<file path="src/rtl/acc_pkg.sv">
`default_nettype none
// ==== acc_pkg : shared tile-sequencer states and default geometry ==== rev 1.0
package acc_pkg;

  localparam int c_DEF_WIDTH       = 64;
  localparam int c_DEF_LANES       = 4;
  localparam int c_DEF_ARRAY_TIMES = 16;
  localparam int c_DEF_ADDR_W      = 12;
  localparam int c_DEF_TILE_W      = 8;

  typedef enum logic [2:0] {
    S_IDLE      = 3'd0,
    S_LD_IFMAP  = 3'd1,
    S_LD_WEIGHT = 3'd2,
    S_LD_BIAS   = 3'd3,
    S_ARRAY     = 3'd4,
    S_PPU       = 3'd5,
    S_NEXT      = 3'd6,
    S_DONE      = 3'd7
  } state_t;

endpackage
`default_nettype wire

</file>
<file path="src/rtl/stall_addr_counter.sv">
`default_nettype none
// ==== stall_addr_counter : clearable/loadable up-counter with terminal flag ==== rev 1.0
module stall_addr_counter #(
  parameter int W = 12
) (
  input  logic         clk,
  input  logic         rst,
  input  logic         clear,
  input  logic         load,
  input  logic [W-1:0] load_val,
  input  logic         en,
  input  logic [W-1:0] term,
  output logic [W-1:0] count,
  output logic         tc
);

  logic [W-1:0] r_count;

  // clear beats load beats increment; holding en low is the stall
  always_ff @(posedge clk) begin
    if (rst || clear) r_count <= '0;
    else if (load)    r_count <= load_val;
    else if (en)      r_count <= r_count + W'(1);
  end

  assign count = r_count;
  assign tc    = (r_count == term);

endmodule
`default_nettype wire

</file>
<file path="src/rtl/tile_sequencer.sv">
`default_nettype none
// ==== tile_sequencer : per-tile GLB load / array / PPU job sequencer ==== rev 1.0
module tile_sequencer
  import acc_pkg::*;
#(
  parameter int WIDTH       = c_DEF_WIDTH,
  parameter int LANES       = c_DEF_LANES,
  parameter int ARRAY_TIMES = c_DEF_ARRAY_TIMES,
  parameter int ADDR_W      = c_DEF_ADDR_W,
  parameter int TILE_W      = c_DEF_TILE_W
) (
  input  logic                           clk,
  input  logic                           rst,
  input  logic                           start,
  input  logic [TILE_W-1:0]              num_tiles,
  input  logic                           reuse_weight,
  input  logic                           abort,
  input  logic                           dram_valid,
  input  logic                           valid_array,
  output logic                           busy,
  output logic                           done,
  output logic                           ifmap_wen,
  output logic                           weight_wen,
  output logic                           bias_wen,
  output logic                           glb_ren,
  output logic                           ofmap_ren,
  output logic                           array_en,
  output logic                           ppu_en,
  output logic [ADDR_W-1:0]              glb_addr,
  output logic [TILE_W-1:0]              tile_idx,
  output logic [$clog2(ARRAY_TIMES)-1:0] pass_idx
);

  localparam int PASS_W = $clog2(ARRAY_TIMES);
  localparam logic [ADDR_W-1:0] c_IFMAP_LAST  = ADDR_W'(WIDTH / LANES - 1);
  localparam logic [ADDR_W-1:0] c_WEIGHT_LAST = ADDR_W'(WIDTH * WIDTH / LANES - 1);
  localparam logic [ADDR_W-1:0] c_VEC_LAST    = ADDR_W'(WIDTH - 1);
  localparam logic [PASS_W-1:0] c_PASS_LAST   = PASS_W'(ARRAY_TIMES - 1);

  generate
    if (WIDTH % LANES != 0) begin : g_chk_lanes
      $error("tile_sequencer: LANES must divide WIDTH");
    end
    if ((WIDTH * WIDTH / LANES) > (2 ** ADDR_W) || WIDTH > (2 ** ADDR_W)) begin : g_chk_addr
      $error("tile_sequencer: weight word count does not fit ADDR_W");
    end
    if (ARRAY_TIMES < 2) begin : g_chk_passes
      $error("tile_sequencer: ARRAY_TIMES must be at least 2");
    end
  endgenerate

  state_t              r_state, w_next;
  logic [TILE_W-1:0]   r_tile, r_num_tiles;
  logic                r_reuse, r_done, r_ppu_en;
  logic [PASS_W-1:0]   r_pass;
  logic [ADDR_W-1:0]   w_addr, w_term;
  logic                w_tc, w_cnt_en, w_cnt_clear, w_last_tile, w_start_ok, w_loading;

  // a job of zero tiles runs as a single tile
  assign w_last_tile = (r_tile == ((r_num_tiles == '0) ? '0 : r_num_tiles - TILE_W'(1)));
  assign w_start_ok  = start && (r_state == S_IDLE || r_state == S_DONE);
  assign w_loading   = (r_state == S_LD_IFMAP) || (r_state == S_LD_WEIGHT) || (r_state == S_LD_BIAS);

  always_comb begin
    w_next = r_state;
    w_term = '0;
    case (r_state)
      S_IDLE, S_DONE: if (start) w_next = S_LD_IFMAP;
      S_LD_IFMAP: begin
        w_term = c_IFMAP_LAST;
        if (dram_valid && w_tc) w_next = (r_reuse && r_tile != '0) ? S_LD_BIAS : S_LD_WEIGHT;
      end
      S_LD_WEIGHT: begin
        w_term = c_WEIGHT_LAST;
        if (dram_valid && w_tc) w_next = S_LD_BIAS;
      end
      S_LD_BIAS: begin
        w_term = c_VEC_LAST;
        if (dram_valid && w_tc) w_next = S_ARRAY;
      end
      S_ARRAY: if (valid_array && r_pass == c_PASS_LAST) w_next = S_PPU;
      S_PPU: begin
        w_term = c_VEC_LAST;
        if (w_tc) w_next = S_NEXT;
      end
      S_NEXT:  w_next = w_last_tile ? S_DONE : S_LD_IFMAP;
      default: w_next = S_IDLE;
    endcase
    if (abort) w_next = S_IDLE;
  end

  assign w_cnt_clear = abort || (w_next != r_state);
  assign w_cnt_en    = (w_loading && dram_valid) || (r_state == S_PPU);

  stall_addr_counter #(.W(ADDR_W)) u_addr_cnt (
    .clk      (clk),
    .rst      (rst),
    .clear    (w_cnt_clear),
    .load     (1'b0),
    .load_val ('0),
    .en       (w_cnt_en),
    .term     (w_term),
    .count    (w_addr),
    .tc       (w_tc)
  );

  always_ff @(posedge clk) begin
    if (rst) begin
      r_state     <= S_IDLE;
      r_tile      <= '0;
      r_num_tiles <= '0;
      r_reuse     <= 1'b0;
      r_pass      <= '0;
      r_done      <= 1'b0;
      r_ppu_en    <= 1'b0;
    end else begin
      r_state  <= w_next;
      r_done   <= (w_next == S_DONE) && (r_state != S_DONE);
      r_ppu_en <= (r_state == S_PPU) && !abort;
      if (abort) begin
        r_tile      <= '0;
        r_num_tiles <= '0;
        r_reuse     <= 1'b0;
        r_pass      <= '0;
      end else begin
        if (w_start_ok) begin
          r_tile      <= '0;
          r_num_tiles <= num_tiles;
          r_reuse     <= reuse_weight;
          r_pass      <= '0;
        end
        if (r_state == S_NEXT && !w_last_tile) r_tile <= r_tile + TILE_W'(1);
        if (r_state == S_ARRAY && valid_array)
          r_pass <= (r_pass == c_PASS_LAST) ? '0 : r_pass + PASS_W'(1);
      end
    end
  end

  assign busy       = (r_state != S_IDLE) && (r_state != S_DONE);
  assign done       = r_done;
  assign ifmap_wen  = (r_state == S_LD_IFMAP)  && dram_valid;
  assign weight_wen = (r_state == S_LD_WEIGHT) && dram_valid;
  assign bias_wen   = (r_state == S_LD_BIAS)   && dram_valid;
  assign glb_ren    = (r_state == S_ARRAY);
  assign array_en   = (r_state == S_ARRAY);
  assign ofmap_ren  = (r_state == S_PPU);
  assign ppu_en     = r_ppu_en;
  assign glb_addr   = w_addr;
  assign tile_idx   = r_tile;
  assign pass_idx   = r_pass;

endmodule
`default_nettype wire

</file>
<file path="config.mk">
export PLATFORM = sky130hd
export DESIGN_NAME = tile_sequencer
export DESIGN_NICKNAME = d
export VERILOG_FILES = /design/src/rtl/acc_pkg.sv /design/src/rtl/stall_addr_counter.sv /design/src/rtl/tile_sequencer.sv
export SDC_FILE = /design/constraint.sdc
export NUM_CORES = 1
export LEC_CHECK = 0
export ABC_AREA = 1
export BUFFER_PORTS_ARGS = -buffer_cell sky130_fd_sc_hd__buf_4
export CAP_MARGIN = 20
export CORE_ASPECT_RATIO = 1.2
export CORE_MARGIN = 1
export CORE_UTILIZATION = 46
export CTS_CLUSTER_SIZE = 24
export DETAILED_ROUTE_END_ITERATION = 16
export GPL_TIMING_DRIVEN = 0
export PLACE_DENSITY = 0.71
export SLEW_MARGIN = 10
export SYNTH_ARGS = -nofsm -noshare
export SYNTH_HDL_FRONTEND = slang
export SYNTH_SLANG_ARGS = --single-unit
</file>
<file path="constraint.sdc">
create_clock -name clk -period 2.03 [get_ports clk]
set_input_delay 0.1015 -clock clk [delete_from_list [all_inputs] [get_ports clk]]
set_output_delay 0.1015 -clock clk [all_outputs]
set_load 0.01 [all_outputs]
</file>
# == Word-level counts from Yosys, hierarchy flattened ==
# Index checks and enable logic that the tools add are counted.
# totals
ff_bits,38
output_inout_bits,33
input_bits,15
word_cells,72
# op_classes
muxes,17
eq_ne,13
addsub,4
reduce_logical,30
# ops
operator,n
case mux 10 bit (3 select lines),1
2-to-1 mux 3 bit,8
2-to-1 mux 8 bit,3
case mux 3 bit (7 select lines),1
equality test 3 bit (second input constant),5
logical AND 1 bit,13
adder 12 x 1 -> 12 bit (second input constant),1
equality test 12 x 10 -> 1 bit,1
2-to-1 mux 4 bit,3
adder 8 x 1 -> 8 bit (second input constant),1
equality test 8 bit,1
zero test 8 bit,1
nonzero test 8 bit,1
subtractor 8 x 1 -> 8 bit (second input constant),1
equality test 3 x 2 -> 1 bit (second input constant),2
logical OR 1 bit,6
OR reduction 2 bit,3
adder 4 x 1 -> 4 bit (second input constant),1
equality test 4 bit (second input constant),1
nonzero test 2 bit,2
equality test 3 x 1 -> 1 bit (second input constant),1
zero test 3 bit,1
!= test 3 bit,1
!= test 3 bit (second input constant),1
other kinds (3),4

# == Logic depth before layout (Yosys ltp) ==
# Gate-level depths: netlist of run 1.
# depth
ltp_word,11
ltp_mapped,19
depth_no_buf,18

# == By module ==
# A second synthesis of run 1 with hierarchy kept.
# unflattened
cells_unflattened,414
area_unflattened_um2,2707.6
# modules_own_cells
module,n_inst,area_each_um2,seq_area_each_um2,cells_per_inst
tile_sequencer,1,1853.0,520.5,288
stall_addr_counter,1,854.6,240.2,126

# == Worst setup path before layout of run 1 ==
# No wires, ideal clock.
# synth_timing
kind,register -> register
start,register r_num_tiles[0]
end,"register u_addr_cnt.r_count[5], in the netlist u_addr_cnt.count[5]"
path_stages_with_launch,19
n_path_buf,1
setup_time_ns,0.119
t_arrival_ns,1.973
synth_period_minus_slack_ns,2.091
setup_slack_ns,-0.061
required_ns,1.911
cell_sequence,dfxtp_1 > inv_1 > ha_1 > nand2_1 > nor2_2 > nand3_1 > nand2_1 > nand2_1 > nand2_1 > nand2_1 > nor2_1 > nand4_1 > nand2_1 > nand2_1 > nand2_1 > nand2_1 > nand3_2 > buf_6 > nor2_2
# synth_between
elab_chain_cells,9
elab_cells_between_ends,10
classes_between,add/sub (1); eq/ne (2); mux (4); reduce/logical (3)
# synth_lines
item,line,text
from (decl),tile_sequencer.sv:53,"logic [TILE_W-1:0] r_tile, r_num_tiles;"
from (signal assigned),tile_sequencer.sv:128,r_num_tiles <= num_tiles;
subtractor 8 x 1 -> 8 bit or zero test 8 bit (tied branches),tile_sequencer.sv:60,assign w_last_tile = (r_tile == ((r_num_tiles == '0) ? '0 : r_num_tiles - TILE_W'(1)));
2-to-1 mux 8 bit *,tile_sequencer.sv:60,
equality test 8 bit *,tile_sequencer.sv:60,
2-to-1 mux 3 bit *,tile_sequencer.sv:86,S_NEXT: w_next = w_last_tile ? S_DONE : S_LD_IFMAP;
case mux 3 bit (7 select lines) *,tile_sequencer.sv:67,case (r_state)
2-to-1 mux 3 bit *,tile_sequencer.sv:89,if (abort) w_next = S_IDLE;
!= test 3 bit *,tile_sequencer.sv:92,assign w_cnt_clear = abort || (w_next != r_state);
logical OR 1 bit *,tile_sequencer.sv:92,
logical OR 1 bit *,stall_addr_counter.sv:21,if (rst || clear) r_count <= '0;
to (signal assigned),stall_addr_counter.sv:22,else if (load) r_count <= load_val;
to (signal assigned),stall_addr_counter.sv:23,else if (en) r_count <= r_count + W'(1);
to (decl),stall_addr_counter.sv:17,logic [W-1:0] r_count;
# Every way passes the cells marked *; elsewhere a longest branch is shown, timed or not.
# A chain may end at the register's enable or synchronous reset.

# == Final worst setup path of run 1 ==
# layout_timing
start,register r_num_tiles[1]
end,"register u_addr_cnt.r_count[1], in the netlist u_addr_cnt.count[1]"
# The elaborated chain is that of the path after synthesis.

==> results of run 1 <==
## path summary, 6_finish.rpt
check,depth (start not counted),slack (ns),endpoint
max,18,-0.29,u_addr_cnt.count[1]$_SDFFE_PP0P_
min,2,0.02,r_state[1]$_SDFF_PP0_
max reg2reg,18,-0.29,u_addr_cnt.count[1]$_SDFFE_PP0P_
min reg2reg,2,0.51,r_num_tiles[7]$_SDFFE_PP0P_
## state kept, by name (all words and copies together) (netlist names)
name,count
tile_idx,8
u_addr_cnt.count,12
r_state,3
r_num_tiles,8
done,1
r_reuse,1
pass_idx,4
ppu_en,1
## metrics by stage
| stage | hold WS [ns] | instances | utilization |
|---|---|---|---|
| floorplan | 0.174 | 387 | - |
| global placement | 0.322 | 494 | 0.573 |
| detailed placement | 0.324 | 494 | 0.573 |
| CTS | 0.00586 | 513 | 0.638 |
| global route | 0.00863 | 516 | 0.660 |
| finish | 0.0207 | 516 | 0.660 |
## repair_timing
item | 4_1_cts | 5_1_grt
setup buffers | 10 | 4
endpoints found under the setup margin | 30 | 31
hold endpoints to repair | 0 | 0
pin swaps | 12 | 17
cloned | 1 | 0
resized for setup | 19 | 33
## layout by cell type (no fill, tap or decap), drive strengths merged, types with 2 or more instances in the layout
master and count:
ha 5, bufinv 2, buf 64, xor2 11, clkbuf 7, o21ai 21, nor3 5, xnor2 2
nand4 9, dfxtp 38, nand2 103, a21oi 18, nand3b 3, nor2 72, nand3 35, nor4 2
inv 52
## layer usage
layer	part of all wire	up-vias	track usage
met5	0	-	0
met4	0.024	0	0.0875
met3	0.035	16	0.0486
met1	0.42	1219	0.255
met2	0.52	56	0.437
li1	-	1361	-
## area by class of cell
| class | count | area (sq um) |
|---|---|---|
| fillers | 463 | 1700 |
| multi-input cells | 292 | 1600 |
| flip-flops and latches | 38 | 766 |
| repair buffers | 61 | 490 |
| inverters | 53 | 199 |
| clock buffers | 6 | 82.6 |
| well taps | 60 | 75.1 |
| clock inverters | 2 | 60.1 |
| plain buffers | 4 | 31.3 |
## report_power, final
part	total, uW	internal (uW)	switching [uW]
registers	777	759	17.9
clock network	804	524	279
logic	494	204	289
total	2070	1490	586
## cell families after synthesis
group | Yosys count | share of synthesized area
compound gates | 42 | 0.0907
buf+inv | 57 | 0.0928
mux | 1 | 0.00412
simple gates | 231 | 0.426
xor+xnor | 13 | 0.0469
flops | 38 | 0.313
fa+ha+maj | 5 | 0.0258
==> metrics.txt, run 1 <==
GRT Total Usage 0.236; DRT Pass-1 Iters 4; Hold Fails Final Rpt 0; asr flop ratio synth 0; area post-placement ~2900 sq um; gr ovfl total 0; drt drc 0; final setup margin -0.295 ns; slowest CP cell dfxtp_2; vias in the first global route approximately 2.4k; post-route cell area approximately 3300 sq um; Worst path top cell family by delay simple AND/OR/NAND/NOR gates; Final nets 475; crit path max fanout 7; Pwr Total 2070 uW; Net Count, Synth around 400; worst-margin pin slew 0.591 ns; final setup vio count 18; CTS tree done; Syn-to-layout area delta 36.2%; CTS buffer count 5; wire length of the first global-routing pass roughly 10 mm; pin count of the biggest net entering global routing 13; post-synth top area share 0.313; Post-CTS Hold Fix Bufs 0; GPL Wtd Cong 0.875; initial core utilization 0.485; WL/cell around 12 um; Period minus WS final 2.32 ns; syn avg cell area between 6 and 7 sq um; clk slew on worst S/H paths roughly 0.080 ns; synthesized netlist cell count 387; die width between 60 and 70 um; DR iter-0 viols around 130; Max-Cap Viols 0; Die ar. 5570 sq um; register bit total from synthesis 38; ANT cells 0; startpoint types flip-flop; Required @ worst endpoint 2.26 ns; DR vias/cell 5.14; remaining antenna violation count 0; I/O pins between 40 and 50; CP startpoint r_num_tiles[1]$_SDFFE_PP0P_; Synth Flop Type dfxtp_1; Worst EP arrival around 2.6 ns; Synth area leader dfxtp_1; final cycle utilization of the critical path 1.15; Final Max Slew Viols 0; WS Path Type flip-flop to flip-flop; sequential-to-total area share from yosys stat 0.313; initial antenna violation count 0; Worst R2R Start r_num_tiles[1]$_SDFFE_PP0P_; status finished with violations; unrepaired setup endpoints after global routing true; H-tree depth 2; number of synthesized flops with an enable pin 0; layout cells sized above 1 0.298; synth warn 0; count leader, synth nand2_1; worst-skew pair later-pin latency just under 0.3 ns; CP Cell Sequence inv_2 -> ha_4 -> nand2_4 -> nor2_4 -> nand2_4 -> nand2_1 -> nand2_1 -> nand2_1 -> nand2_1 -> nor2_2 -> nand4_1 -> nand2_2 -> nand3_2 -> nand2_2 -> nand3_4 -> buf_12 -> buf_4 -> nor2_1; PortBufs 47; hpwl dp roughly 4.6 mm; total wire length ~6.3 mm; Place WS -0.325 ns; most frequent CP cell nand2_1; hold_sp rst; Mapped Area roughly 2400 sq um; Core Rows 28; worst hold-check path type input pin to flip-flop; clock sink count 38; CTS Root Buffer Type clkbuf_8; Die Y just over 80 um; P_leak 0.00152 uW; Synth top cells by count nand2_1 (97), nor2_1 (56), inv_1 (46), dfxtp_1 (38), nand3_1 (34); Clock Tree Buf Depth 2; clock skew approximately 0.011 ns; fmax around 430 MHz; setup TNS -3.37 ns; CP endpoint kind flip-flop; worst relative slew slack 0.604; Largest stage delay, worst path about 0.34 ns; Synth cell types 32; core region area ~5000 sq um; Crit path buffers/inverters 3; PwrDens between 600 and 700 nW/um^2; top cells by area, synth dfxtp_1 (31%), nand2_1 (15%), nor2_1 (8.7%), inv_1 (7.1%), nand3_1 (7.0%); failing checks negative setup slack; total number of vias between 2k and 3k; VDD IR max approximately 0.00040 V
No activity file was read; power rests on OpenSTA's default activity.
==> run 2: changes to the inputs <==
--- a/config.mk
+++ b/config.mk
@@ -6,15 +6,15 @@
 export NUM_CORES = 1
 export LEC_CHECK = 0
 export ABC_AREA = 1
-export BUFFER_PORTS_ARGS = -buffer_cell sky130_fd_sc_hd__buf_4
 export CAP_MARGIN = 20
 export CORE_ASPECT_RATIO = 1.2
 export CORE_MARGIN = 1
 export CORE_UTILIZATION = 46
+export CTS_BUF_LIST = sky130_fd_sc_hd__clkbuf_8
 export CTS_CLUSTER_SIZE = 24
 export DETAILED_ROUTE_END_ITERATION = 16
+export DONT_BUFFER_PORTS = 1
 export GPL_TIMING_DRIVEN = 0
-export PLACE_DENSITY = 0.71
 export SLEW_MARGIN = 10
 export SYNTH_ARGS = -nofsm -noshare
 export SYNTH_HDL_FRONTEND = slang
==> metrics.txt, run 2 (synthesis gave the netlist of run 1 again) <==
status finished with violations; failing checks negative setup slack; clk slew on worst S/H paths roughly 0.080 ns; DR iter-0 viols approximately 70; P_leak roughly 0.0013 uW; CTS Root Buffer Type clkbuf_8; critical path depth in cells 18; Die Y 81.6 um; Worst EP arrival between 2 and 2.5 ns; Filler cells 522; pin count of the biggest net entering global routing 13; Hold Fails Final Rpt 0; Core Rows 28; CP endpoint kind flip-flop; remaining antenna violation count 0; GRT Total Usage 0.239; layout cells sized above 1 0.204; number of flip-flops in the largest register 12; hold depth 2; I/O pins between 40 and 50; DR vias/cell roughly 5.2; crit path max fanout 7; slowest CP cell dfxtp_1; worst-margin pin slew between 0.4 and 0.5 ns; Max-Cap Viols 0; most common cell after layout, fill and taps aside nand2_1; ANT cells 0; final cycle utilization of the critical path 1.11; total wire length around 6.2 mm; initial antenna violation count 0; drt drc 0; Crit path buffers/inverters 2; commonest cells after routing, fill and taps aside nand2_1 (85), nor2_1 (53), inv_1 (43), dfxtp_1 (35), nand3_1 (31); CTS tree done; CP Cell Sequence inv_2 -> ha_4 -> nand2_4 -> nor2_4 -> nand2_4 -> nand2_1 -> nand2_1 -> nand2_1 -> nand2_1 -> nor2_2 -> nand4_1 -> nand2_2 -> nand2_2 -> nand2_1 -> nand2_2 -> nand3_4 -> clkbuf_16 -> nor2_2; hpwl dp roughly 4.7 mm; Final Max Slew Viols 0; fmax between 400 and 500 MHz; Die ar. between 5000 and 6000 sq um; PortBufs 0; unrepaired setup endpoints after global routing true; Clock Tree Buf Depth 2; GPL Wtd Cong roughly 0.87; final setup margin -0.224 ns; wire length of the first global-routing pass 9.92 mm; PwrDens approximately 600 nW/um^2; clock skew between 0.01 and 0.015 ns; hold slack approximately 0.017 ns; Worst path top cell family by delay simple AND/OR/NAND/NOR gates; worst-skew pair later-pin latency 0.30 ns; core region area about 5000 sq um; clock sink count 38; Period minus WS final ~2.3 ns; most frequent CP cell nand2_1; H-tree depth 2; CTS buffer count 5; initial core utilization 0.485; worst relative slew slack 0.705; VDD IR max around 0.00027 V; Required @ worst endpoint 2.21 ns; startpoint types flip-flop; Place WS -0.347 ns; R2R depth 18; total number of vias approximately 2.5k; WS Path Type flip-flop to flip-flop; final setup vio count 13; worst hold-check path type input pin to flip-flop; die width 68.3 um; DRT Pass-1 Iters 4; Syn-to-layout area delta 19.5%; Largest stage delay, worst path roughly 0.31 ns; Final nets 431; vias in the first global route between 2k and 2.5k; gr ovfl total 0; WL/cell about 13 um
[run 2: changes by cell type in the layout (fill, tap and decap cells not counted), moves of 4 or more]
cell,before,now
buf_4,58,9
dlygate4sd3_1,0,6
nor2_2,11,15
nor2_4,8,4
[run 2: through the flow]
stage / instance area [sq um] / TNS (ns) / cells / total power, uW / util
finish: 2900 / -2.51 / 472 / 1760 / 0.579
CTS: 2760 / -1.46 / 465 / 1730 / 0.550
global route: 2900 / -5.44 / 472 / 1860 / 0.579
floorplan: 2440 / 0 / 387 / 1060 / -
detailed placement: 2520 / -7.38 / 447 / 1130 / 0.503
global placement: 2520 / -6.45 / 447 / 1130 / 0.503
[run 2: where the power goes]
part           leakage [uW]  internal [uW]  switching [uW]
Clock             0.0000472            273             278
Combinational      0.000901            162             266
Sequential         0.000309            759            16.9
[run 2: worst paths after layout]
check                                   start                               end  slack [ns]
hold / removal                   num_tiles[4]       r_num_tiles[4]$_SDFFE_PP0P_        0.02
setup reg to reg  r_num_tiles[0]$_SDFFE_PP0P_  u_addr_cnt.count[6]$_SDFFE_PP0P_       -0.22
hold reg to reg          r_reuse$_SDFFE_PP0P_              r_reuse$_SDFFE_PP0P_        0.52
setup / recovery  r_num_tiles[0]$_SDFFE_PP0P_  u_addr_cnt.count[6]$_SDFFE_PP0P_       -0.22
[run 2: area by class of cell]
class | instances | area [sq um] | share of cell area
buffer | 4 | 31.3 | 0.0108
clock buffer | 6 | 82.6 | 0.0285
clock inverter | 2 | 12.5 | 0.00431
inverter | 53 | 201 | 0.0694
multi-input combinational | 292 | 1570 | 0.540
sequential | 38 | 764 | 0.263
tap | 60 | 75.1 | 0.0259
timing repair buffer | 17 | 168 | 0.0578
[run 2: metal layers]
metal | up-vias | global-route usage | wire length [um]
met5 | - | 0 | 0
met4 | 0 | 0.0771 | 89
met3 | 9 | 0.0750 | 341
met2 | 45 | 0.470 | 3410
met1 | 1116 | 0.226 | 2400
li1 | 1280 | - | -
[run 2: what timing repair did]
action                                  in CTS  in global routing
pin swaps                                    2                 20
hold endpoints to repair                     9                  0
hold buffers                                 6                  0
endpoints found under the setup margin      30                 32
buffers inserted                             4                  6
resized for setup                           17                 28
cloned                                       0                  1
==> run 3: changes to the inputs <==
--- a/config.mk
+++ b/config.mk
@@ -5,7 +5,6 @@
 export SDC_FILE = /design/constraint.sdc
 export NUM_CORES = 1
 export LEC_CHECK = 0
-export ABC_AREA = 1
 export CAP_MARGIN = 20
 export CORE_ASPECT_RATIO = 1.2
 export CORE_MARGIN = 1
==> metrics.txt, run 3 <==
status finished with violations; failing checks negative setup slack; synthesized netlist cell count slightly above 300; Final Max Slew Viols 0; layout cells sized above 1 0.330; I/O pins 48; Final Core Density 0.659; syn avg cell area 7.88 sq um; H-tree depth 2; Net Count, Synth between 300 and 400; DR vias/cell 6.06; number of flip-flops in the largest register 12; Syn-to-layout area delta 36.3%; initial core utilization 0.483; PwrDens approximately 530 nW/um^2; CTS Root Buffer Type clkbuf_8; initial antenna violation count 0; P_leak 0.00115 uW; CTS buffer count 5; Max-Cap Viols 0; Core Rows 28; VDD IR max approximately 0.00042 V; Die Y 81.5 um; Worst R2R Start r_state[0]$_SDFF_PP0_; worst hold-check path type input pin to flip-flop; DRT Pass-1 Iters 4; Die ar. ~5600 sq um; total wire length between 6 and 7 mm; clock skew approximately 0.0051 ns; PortBufs 0; Worst R2R End u_addr_cnt.count[4]$_SDFFE_PP0P_; final setup vio count 24; number of synthesized flops with an enable pin 0; Worst EP arrival 2.80 ns; sequential-to-total area share from yosys stat 0.314; WL/cell 17.1 um; Clock Tree Buf Depth 2; Synth Flop Type dfxtp_1; Final nets 358; GPL Wtd Cong approximately 0.82; GRT Total Usage 0.254; area of the multi-input gates 1920 sq um; CP endpoint kind flip-flop; Worst path top cell family by delay compound AO/OA/AOI/OAI gates; critical path capture point u_addr_cnt.count[4]$_SDFFE_PP0P_; critical path depth in cells 8; total number of vias approximately 2.4k; unrepaired setup endpoints after global routing true; WS Path Type flip-flop to flip-flop; drt drc 0; vias in the first global route about 2.3k; worst relative slew slack 0.525; final cycle utilization of the critical path 1.27; Mapped Area approximately 2400 sq um; setup slack, reg-to-reg -0.55 ns; fmax 387 MHz; synth warn 0; Filler cells between 400 and 500; Required @ worst endpoint 2.25 ns; pin count of the biggest net entering global routing 12; worst-skew pair later-pin latency ~0.29 ns; wire length of the first global-routing pass 10.5 mm; final setup margin -0.552 ns; post-synth top area share 0.314; remaining antenna violation count 0; worst-margin pin slew about 0.71 ns; startpoint types flip-flop; commonest cells after routing, fill and taps aside nand2_1 (34), nor2_1 (28), dfxtp_1 (25), a21oi_1 (17), xnor2_1 (13); CP startpoint r_state[0]$_SDFF_PP0_; Largest stage delay, worst path about 0.54 ns; DR iter-0 viols 131; R2R depth 8; core region area roughly 5000 sq um; Crit path buffers/inverters 1; count leader, synth dfxtp_1; hold slack around 0.050 ns; gr ovfl total 0; Hold Fails Final Rpt 0; crit path max fanout 7; Synth top cells by count dfxtp_1 (38), nand2_1 (36), nor2_1 (29), a21oi_1 (20); CP Cell Sequence nor2_4 -> or4_4 -> a211o_4 -> o31ai_4 -> o211a_2 -> mux2_4 -> buf_16 -> nor3_4; ANT cells 0; most common cell after layout, fill and taps aside nand2_1; clk slew on worst S/H paths 0.07 ns; hpwl dp around 4.6 mm; asr flop ratio synth 0; register bit total from synthesis 38; Synth area leader dfxtp_1; FF+latch area 800 sq um; top cells by area, synth dfxtp_1 (31%), nand2_1 (5.6%), xnor2_1 (4.7%), nor2_1 (4.5%), a21oi_1 (4.1%); CTS tree done; slowest CP cell or4_4; clock sink count 38; die width 68.2 um; Period minus WS final about 2.6 ns; Synth cell types between 50 and 60
-- run 3: repair_timing --
action,CTS,global route
endpoints found under the hold margin,12,0
buffers inserted,11,4
pin swaps,20,23
gates resized for setup,44,49
setup endpoints to repair,38,34
hold buffers,10,0
cloned,1,0
-- run 3: per-layer routing --
layer	GRT usage	share of wire	vias to the layer above
met3	0.0736	0.049	12
met4	0.102	0.020	0
met5	0	0	-
li1	-	-	1192
met2	0.479	0.55	55
met1	0.250	0.38	1160
-- run 3: worst min-delay path by stage --
stage,start,endpoint,slack (ns),depth (start not counted)
floorplan,rst,r_state[1]$_SDFF_PP0_,0.17,1
CTS,rst,r_state[2]$_SDFF_PP0_,0.01,2
global placement,rst,r_state[0]$_SDFF_PP0_,0.18,1
finish,rst,r_state[2]$_SDFF_PP0_,0.05,2
detailed placement,rst,r_state[0]$_SDFF_PP0_,0.18,1
global route,rst,r_state[2]$_SDFF_PP0_,0.05,2
-- run 3: through the flow --
step | TNS (ns) | cells | total power (uW) | setup WS, ns | instance area, sq um
6_report | -10.36 | 399 | 1760 | -0.552 | 3300
3_3_place_gp | -15.61 | 367 | 1080 | -0.764 | 2580
2_1_floorplan | -5.69 | 307 | 1020 | -0.392 | 2500
5_1_grt | -12.39 | 399 | 1840 | -0.619 | 3300
3_5_place_dp | -15.69 | 367 | 1080 | -0.756 | 2580
4_1_cts | -12.11 | 397 | 1720 | -0.638 | 3080
-- run 3: area by class of cell --
| type | instances | area share |
|---|---|---|
| tap | 60 | 0.0228 |
| inverter | 13 | 0.0163 |
| buffer | 13 | 0.0250 |
| sequential | 38 | 0.242 |
| timing repair buffer | 26 | 0.0834 |
| multi-input combinational | 241 | 0.582 |
| clock buffer | 6 | 0.0250 |
| clock inverter | 2 | 0.00265 |
-- run 3: power by group --
group / internal (uW) / total [uW] / switching (uW)
combinational: 220 / 462 / 242
sequential: 746 / 764 / 18.5
clock: 269 / 535 / 266
-- run 3: kinds of logic after synthesis --
| family | share of synthesized area |
|---|---|
| and+or+nand+nor | 0.339 |
| AOI/OAI and AO/OA | 0.177 |
| DFF | 0.314 |
| buffers and inverters | 0.0486 |
| xor gates and xnor gates | 0.0724 |
| muxes | 0.0227 |
| adders and majority gates | 0.0259 |
